### config.mk
export PLATFORM = sky130hd
export DESIGN_NAME = cam_pwr_seq
export DESIGN_NICKNAME = d
export VERILOG_FILES = /design/src/rtl/cam_pwr_seq_pkg.sv /design/src/rtl/cam_pwr_seq.sv
export SDC_FILE = /design/constraint.sdc
export NUM_CORES = 1
export LEC_CHECK = 0
export CAP_MARGIN = 0
export CORE_MARGIN = 3
export CORE_UTILIZATION = 35
export DETAILED_ROUTE_END_ITERATION = 7
export PLACE_DENSITY = 0.52
export SKIP_CTS_REPAIR_TIMING = 1
export SYNTH_ARGS = -nofsm -noshare
export SYNTH_HDL_FRONTEND = slang
export SYNTH_SLANG_ARGS = --single-unit
### constraint.sdc
create_clock -name clk_100 -period 2.31 [get_ports clk_100]
set_input_delay 0.462 -clock clk_100 [delete_from_list [all_inputs] [get_ports clk_100]]
set_output_delay 0.462 -clock clk_100 [all_outputs]
set_load 0.005 [all_outputs]
### src/rtl/cam_pwr_seq_pkg.sv
// Shared types and default timing for the camera power/reset sequencer.
package cam_pwr_seq_pkg;

  typedef logic [19:0] pwr_tick_t;

  typedef enum logic [1:0] {
    OFF    = 2'd0,
    CAM_UP = 2'd1,
    RUN    = 2'd2,
    I2C_DN = 2'd3
  } pwr_state_t;

  // Counts of 2.5 us strobes: 2 s off, 2 s camera settle, 1 ms I2C quiesce.
  localparam int unsigned PWR_OFF_TICKS   = 800000;
  localparam int unsigned PWR_CAMUP_TICKS = 800000;
  localparam int unsigned PWR_I2CDN_TICKS = 400;

  // Terminal counter value for an N-tick state; N may be 2^20.
  function automatic pwr_tick_t tick_last(input int unsigned n);
    return pwr_tick_t'(n - 1);
  endfunction

endpackage

### src/rtl/cam_pwr_seq.sv
// Camera power/reset sequencer: cold power-up, and ordered power-down/up on
// restart request or while shutdown is held.
module cam_pwr_seq
  import cam_pwr_seq_pkg::*;
#(
  parameter int unsigned OFF_TICKS    = PWR_OFF_TICKS,
  parameter int unsigned CAM_UP_TICKS = PWR_CAMUP_TICKS,
  parameter int unsigned I2C_DN_TICKS = PWR_I2CDN_TICKS
) (
  input  logic       clk_100,
  input  logic       srst0,
  input  logic       strobe_400kHz,
  input  logic       restart_req,
  input  logic       shutdown,
  output logic       cam_en,
  output logic       i2c_areset_n,
  output logic       busy,
  output logic       up_done,
  output logic [7:0] restart_cnt
);

  localparam logic [1:0] S_OFF    = OFF;
  localparam logic [1:0] S_CAM_UP = CAM_UP;
  localparam logic [1:0] S_RUN    = RUN;
  localparam logic [1:0] S_I2C_DN = I2C_DN;

  localparam pwr_tick_t OFF_LAST   = tick_last(OFF_TICKS);
  localparam pwr_tick_t CAMUP_LAST = tick_last(CAM_UP_TICKS);
  localparam pwr_tick_t I2CDN_LAST = tick_last(I2C_DN_TICKS);

  logic [1:0] state;
  pwr_tick_t  cnt;

  // Counter is cleared on every transition, so the strobe on the entry edge
  // is never counted towards the new state.
  always_ff @(posedge clk_100 or posedge srst0) begin
    if (srst0) begin
      state        <= S_OFF;
      cnt          <= '0;
      cam_en       <= 1'b0;
      i2c_areset_n <= 1'b0;
      busy         <= 1'b1;
      up_done      <= 1'b0;
      restart_cnt  <= 8'd0;
    end else begin
      up_done <= 1'b0;
      case (state)
        S_OFF: begin
          if (shutdown) begin
            cnt <= '0;
          end else if (strobe_400kHz) begin
            if (cnt == OFF_LAST) begin
              state  <= S_CAM_UP;
              cnt    <= '0;
              cam_en <= 1'b1;
            end else begin
              cnt <= cnt + 20'd1;
            end
          end
        end
        S_CAM_UP: begin
          if (shutdown) begin
            state  <= S_OFF;
            cnt    <= '0;
            cam_en <= 1'b0;
          end else if (strobe_400kHz) begin
            if (cnt == CAMUP_LAST) begin
              state        <= S_RUN;
              cnt          <= '0;
              i2c_areset_n <= 1'b1;
              busy         <= 1'b0;
              up_done      <= 1'b1;
            end else begin
              cnt <= cnt + 20'd1;
            end
          end
        end
        S_RUN: begin
          if (shutdown || restart_req) begin
            state        <= S_I2C_DN;
            cnt          <= '0;
            i2c_areset_n <= 1'b0;
            busy         <= 1'b1;
          end else if (strobe_400kHz) begin
            cnt <= cnt + 20'd1;
          end
          // A coincident shutdown wins and is not counted as a restart.
          if (restart_req && !shutdown && restart_cnt != 8'hff)
            restart_cnt <= restart_cnt + 8'd1;
        end
        S_I2C_DN: begin
          if (strobe_400kHz) begin
            if (cnt == I2CDN_LAST) begin
              state  <= S_OFF;
              cnt    <= '0;
              cam_en <= 1'b0;
            end else begin
              cnt <= cnt + 20'd1;
            end
          end
        end
        default: begin
          state        <= S_OFF;
          cnt          <= '0;
          cam_en       <= 1'b0;
          i2c_areset_n <= 1'b0;
          busy         <= 1'b1;
        end
      endcase
    end
  end

endmodule
==> run_results.csv, run 1 <==
group,metric,value,unit
route,vias_per_cell,5.45,
power,p_leak,0.975,nW
worst_hold_path,hold_path_class,"reg -> reg",
flow_run,drv_cap,0,
yosys,synth_top_area_cell,"dfrtp_1",
final_layout,num_antenna_cells,0,
timing,setup_tns,0,ns
route,vias,1647,
worst_setup_path,ff2ff_setup_slack,0.30,ns
worst_setup_path,path_max_fanout,5,
worst_setup_path,critPathLaunch,"cnt[0]",
clock_network,clk_pin_slew_worst_paths,0.07,ns
timing,slew-limit-headroom,0.715,
clock_network,cts-root-buf,"clkbuf_8",
yosys,synth_ff_type,"dfrtp_1",
final_layout,final_layout_size_suffix_gt1_frac,0.142,
global_routing,grt_pass1_vias,1607,
worst_setup_path,regToRegStartpoint,"cnt[0]",
placement,place_congestion,0.862,
global_routing,antenna_found_initial,0,
final_layout,fin_nets,238,
yosys,synth_nets,211,
global_routing,grt_pass1_wl,7810,µm
die,dieArea,6500,µm²
placement,io_buffer_count,16,
route,antenna_left,0,
timing,setup-violations-final,0,
timing,hold_viol,0,
worst_setup_path,critPathLaunchType,"flip-flop",
global_routing,overflow,0,
yosys,seq_area_frac_synth,0.437,
clock_network,numCtsBuffers,5,
final_layout,regArea,852,µm²
timing,fmax,497,MHz
run_status,status,"complete, no violations",
route,routed_wirelength,4420,µm
worst_hold_path,holdPathEnd,"restart_cnt[7]",
die,ios,17,
yosys,synth_area,1950,µm²
die,die_width,80.6,µm
yosys,synthTopCellsByArea,"dfrtp_1, nand2_1, xnor2_1",
die,rows,26,
final_layout,n_fill_cell,519,
route,drc_errors,0,
worst_setup_path,endpoint_kind,"flip-flop",
yosys,synth_top_area_share,0.424,
clock_network,clock-sinks,34,
yosys,ys_seq_elements,34,
worst_hold_path,min_path_cells,1,
die,initial_core_util,0.372,
final_layout,multi_input_area,1020,µm²
final_layout,area_growth,20.2,%
yosys,synth-edff-count,0,
yosys,yosysUniqueCellTypes,44,
placement,hpwl,3210,µm
yosys,yosys_warnings,0,
timing,fin_skew,0.00527,ns
route,first_iter_violations,79,
timing,hold_ws,0.502,ns
power,power_density,486,nW/µm²
die,die_y,80.6,µm
worst_setup_path,crit_arrival,2.16,ns
timing,rsz0062_at_grt,"no",
yosys,syn_area_per_cell,9.56,µm²
timing,period_minus_slack,2.01,ns
power,max-vdd-ir-drop,0.185,mV
clock_network,clock_latency,0.29,ns
clock_network,cts_buffer_depth,2,
global_routing,gr-usage-all-layers,0.155,
global_routing,grt_max_degree,35,
route,wire_per_inst,14.6,µm
yosys,async_reset_ff_frac,1.00,
timing,drv_slew,0,
die,coreArea,5240,µm²
worst_setup_path,reg2regPathDepth,6,
worst_setup_path,worst_ep_required_time,2.46,ns
yosys,synthCells,204,
worst_setup_path,criticalPathCategory,"reg -> reg",
clock_network,cts_tree,"built",
route,firstDrtPassIters,4,
worst_setup_path,worstReg2RegEnd,"cnt[9]",
worst_hold_path,min_from,"restart_cnt[7]",
timing,fin_crit_sh,0.871,
clock_network,htree_num_levels,2,
timing,worstMarginPinSlew,0.428,ns
critical path: stages, from the launching register on:
cell and delay [ns]:
dfrtp_1 0.42, ha_1 0.26, and4bb_2 0.27, and2_1 0.17, a21boi_1 0.16, o21ai_0 0.16, o311ai_0 0.43
stage by stage:
stage                     power, mW  setup WS [ns]   util  cell area, µm²  std cells
after floorplan               0.651          0.555      -            1950        204
final                          1.14          0.297  0.447            2340        302
after global routing           1.19         0.0940  0.447            2340        302
after CTS                      1.15          0.240  0.447            2340        302
after detailed placement      0.685          0.169  0.429            2250        294
after global placement        0.685          0.225  0.429            2250        294
report_power, final:
| group | internal [mW] | switching [mW] |
|---|---|---|
| Sequential | 0.600 | 0.00542 |
| Clock | 0.240 | 0.227 |
| Combinational | 0.0253 | 0.0417 |
| Total | 0.865 | 0.274 |
final cells by class:
cell class | instances | area share
inverter | 6 | 0.00962
clock buffer | 6 | 0.0353
tap | 70 | 0.0374
multi-input combinational | 154 | 0.435
sequential | 34 | 0.364
timing repair buffer | 30 | 0.113
clock inverter | 2 | 0.00534
worst max-delay path by stage:
| stage | endpoint | slack (ns) | depth (start not counted) |
|---|---|---|---|
| finish | cnt[9] | 0.30 | 6 |
| global route | cnt[8] | 0.09 | 6 |
| CTS | cnt[9] | 0.24 | 6 |
| detailed placement | cnt[9] | 0.17 | 5 |
| global placement | cnt[9] | 0.22 | 5 |
| floorplan | cnt[10] | 0.56 | 7 |
state kept, by name, summed over array words and instances (netlist names), named ones only:
register	count
cam_en	1
state	1
i2c_areset_n	1
busy	1
restart_cnt	8
cnt	20
up_done	1
synthesized netlist by cell type, types with 2 or more instances:
cell type / instances
dfrtp_1: 33
nand2_1: 28
nor2_1: 16
xnor2_1: 11
nand3_1: 10
o211ai_1: 10
nand4_1: 9
o21ai_0: 9
and3_1: 6
inv_1: 6
nor4b_1: 6
xor2_1: 6
buf_2: 5
a21o_1: 4
and2_1: 3
and4_1: 3
clkbuf_1: 3
a21oi_1: 2
and4bb_2: 2
ha_1: 2
nor4_1: 2
nor4_2: 2
nor4b_2: 2
o221ai_1: 2
o311ai_0: 2
or3_1: 2
layer usage:
metal / wire length [µm] / GRT usage / up-vias
met5: 0 / 0 / -
met4: 61 / 0.0541 / 0
met3: 191 / 0.0415 / 7
met2: 2090 / 0.253 / 38
met1: 2080 / 0.197 / 801
li1: - / - / 801
kinds of logic after synthesis:
kind of cell	count (synthesis)	share of synthesized area
AOI/OAI and AO/OA	37	0.134
xor gates and xnor gates	17	0.0764
adders and majority gates	2	0.0128
buffers and inverters	16	0.0398
DFF	34	0.437
muxes	1	0.00578
and+or+nand+nor	97	0.295
layout by cell type (no fill, tap or decap), drive strengths merged, types with 3 or more instances in the layout:
cell and count:
a21o 4, and2 3, and3 6, and4 3, buf 14, clkbuf 6, clkdlybuf4s50 16, dfrtp 33
inv 6, nand2 28, nand3 10, nand4 10, nor2 17, nor4 4, nor4b 8, o211ai 10
o21ai 9, xnor2 11, xor2 6
(Power assumes the default switching activity.)
==> inputs of run 2 (changes only) <==
- ABC_AREA: not set -> 1
- CTS_BUF_LIST: not set -> sky130_fd_sc_hd__clkbuf_8 sky130_fd_sc_hd__clkbuf_16
==> run 2 against run 1 <==
Against the previous run: utilization down 1.8 points; synthesized area up 5.6%; clock power up 12%; critical endpoint is now cnt[18]; register-to-register slack better by 0.19 ns; clock skew about the same; critical path depth up 5; highest routed layer unchanged; wire length down 0.75%; combinational power down 4.9%; cell area up 2.8%; flip-flop and latch count unchanged.
==> run_results.csv, run 2 <==
group,metric,value,unit
yosys,synthSimpleGateAreaFrac,0.417,
die,die_width,82.7,µm
yosys,synth_ff_type,"dfrtp_1",
die,dieArea,6840,µm²
placement,io_buffer_count,16,
worst_setup_path,criticalPathCategory,"in -> reg",
die,ios,17,
die,initial_core_util,0.367,
worst_setup_path,path_max_fanout,18,
yosys,synthCells,266,
yosys,synth-edff-count,0,
yosys,synth_top_area_share,0.401,
power,power_density,496,nW/µm²
yosys,synthTopCellsByCount,"nand2_1, nor2_1, dfrtp_1, inv_1, nand3_1",
run_status,status,"complete, no violations",
yosys,ys_seq_elements,34,
power,p_leak,1.13,nW
final_layout,num_antenna_cells,0,
final_layout,area_growth,17.0,%
die,die_y,82.7,µm
worst_setup_path,crit_family,"simple AND/OR/NAND/NOR gates",
global_routing,grt_max_degree,35,
global_routing,antenna_found_initial,0,
final_layout,final_common_cell,"nand2_1",
timing,fmax,527,MHz
timing,hold_ws,0.471,ns
final_layout,largest_register,"cnt",
clock_network,numCtsBuffers,5,
worst_setup_path,crit_arrival,2.12,ns
worst_setup_path,worst_ep_required_time,2.53,ns
final_layout,final_cell_mix,"nand2_1, nor2_1, dfrtp_1",
die,rows,27,
clock_network,clock_latency,0.29,ns
placement,dp_cells,353,
yosys,synth_nets,273,
yosys,seq_area_frac_synth,0.414,
clock_network,cts-root-buf,"clkbuf_8",
final_layout,final_layout_size_suffix_gt1_frac,0.142,
route,vias,1697,
yosys,yosysUniqueCellTypes,36,
yosys,synth_top_area_cell,"dfrtp_1",
route,first_iter_violations,73,
final_layout,largest_reg_flops,20,
worst_setup_path,endpoint_kind,"flip-flop",
yosys,synth_fa_ha_area_frac,0.0122,
clock_network,clk_pin_slew_worst_paths,0.07,ns
yosys,synthMuxAreaShare,0,
route,drc_errors,0,
route,wl_met2,1890,µm
final_layout,fin_cells,361,
global_routing,grt_pass1_wl,7810,µm
route,antenna_left,0,
timing,hold_viol,0,
route,vias_per_cell,4.70,
route,dr_wl_met3,218,µm
global_routing,grt_pass1_vias,1656,
clock_network,cts_tree,"built",
worst_setup_path,cp_common_cell,"nand2_1",
power,p_total,1.19,mW
route,routed_wirelength,4390,µm
clock_network,cts_buffer_depth,2,
yosys,synth_compound_area_frac,0.0456,
final_layout,top_regs,"cnt: 20 flops, restart_cnt: 8 flops",
yosys,synth.most_common_cell,"nand2_1",
timing,setup_ws,0.414,ns
route,met1_length,2200,µm
timing,period_minus_slack,1.90,ns
placement,dp_worst_setup_slack,0.113,ns
timing,fin_crit_sh,0.821,
timing,worstMarginPinSlew,0.459,ns
clock_network,htree_num_levels,2,
worst_setup_path,critPathSlowestCell,"clkdlybuf4s50_1",
die,coreArea,5610,µm²
yosys,async_reset_ff_frac,1.00,
yosys,synth_area,2060,µm²
placement,place_congestion,0.875,
timing,fin_skew,0.00559,ns
worst_hold_path,hold_path_class,"reg -> reg",
power,max-vdd-ir-drop,0.234,mV
flow_run,drv_cap,0,
worst_setup_path,max_stage_delay,0.56,ns
timing,setup_tns,0,ns
route,wire_per_inst,12.2,µm
yosys,synthTopCellsByArea,"dfrtp_1, nand2_1, nor2_1",
route,firstDrtPassIters,4,
yosys,synthXorXnorAreaFrac,0.0425,
final_layout,fin_nets,295,
worst_setup_path,critPathLaunchType,"input pin",
yosys,syn_area_per_cell,7.74,µm²
timing,rsz0062_at_grt,"no",
worst_setup_path,crit_chain,"clkdlybuf4s50_1 -> inv_2 -> nand2_1 -> nand2_4 -> nand2_4 -> nand2_2 -> nor4_2 -> nand2_1 -> nand2_1 -> nand2_1 -> nor2_1",
clock_network,clock-sinks,34,
timing,drv_slew,0,
yosys,synth_top_family_by_area,"simple AND/OR/NAND/NOR gates",
yosys,yosys_warnings,0,
global_routing,overflow,0,
global_routing,gr-usage-all-layers,0.152,
worst_setup_path,path_buf_inv,2,
timing,setup-violations-final,0,
route,highest_layer,"met4",
placement,hpwl,3270,µm
timing,slew-limit-headroom,0.694,
[run 2: cell types whose count changed after synthesis, sizes merged, moves of 8 or more]
cell / before / now
inv: 6 / 33
nand2: 28 / 67
nand3: 10 / 22
nor2: 17 / 50
nor3: 1 / 18
nor4b: 8 / 0
o211ai: 10 / 0
xnor2: 11 / 3
[run 2: metrics by stage]
| stage | instance area (µm²) | utilization |
|---|---|---|
| after floorplan | 2060 | - |
| after CTS | 2410 | 0.429 |
| after detailed placement | 2300 | 0.410 |
| after global placement | 2300 | 0.410 |
| after global routing | 2410 | 0.429 |
| final | 2410 | 0.429 |
[run 2: final timing paths]
kind	end	start	slack, ns	depth (start not counted)
worst max-delay path	cnt[18]	shutdown	0.41	11
worst min-delay path	busy	busy	0.47	2
worst max register to register	cnt[14]	cnt[0]	0.49	8
worst min register to register	busy	busy	0.47	2
max in group asynchronous	busy	srst0	1.40	3
min in group asynchronous	up_done	srst0	0.57	3
[run 2: cells by family after synthesis]
kind of cell | count (synthesis)
AO/OA/AOI/OAI | 17
XOR/XNOR | 10
adder cells (fa/ha/maj) | 2
buffers and inverters | 35
flip-flops | 34
AND/OR/NAND/NOR | 168
[run 2: worst min-delay path, delay by kind of cell (launching register included)]
family           cells  cell delay (ns)
flip-flops           1             0.37
AND/OR/NAND/NOR      2             0.11
[run 2: where the power goes]
group | switching [mW] | total [mW] | internal (mW)
clock network | 0.222 | 0.523 | 0.301
registers | 0.00636 | 0.608 | 0.602
logic | 0.0443 | 0.0637 | 0.0194
total | 0.272 | 1.19 | 0.922
[run 2: cell type report]
cell class,instances,area (µm²)
sequential,34,852
tap,72,90.1
clock buffer,8,110
fill,603,3200
timing repair buffer,17,168
multi-input combinational,197,1060
inverter,33,124
[run 2: routing by layer]
metal  global-route usage  vias to the layer above
li1                     -                      894
met1                0.207                      769
met2                0.227                       26
met3               0.0488                        8
met4               0.0507                        0
met5                    0                        -
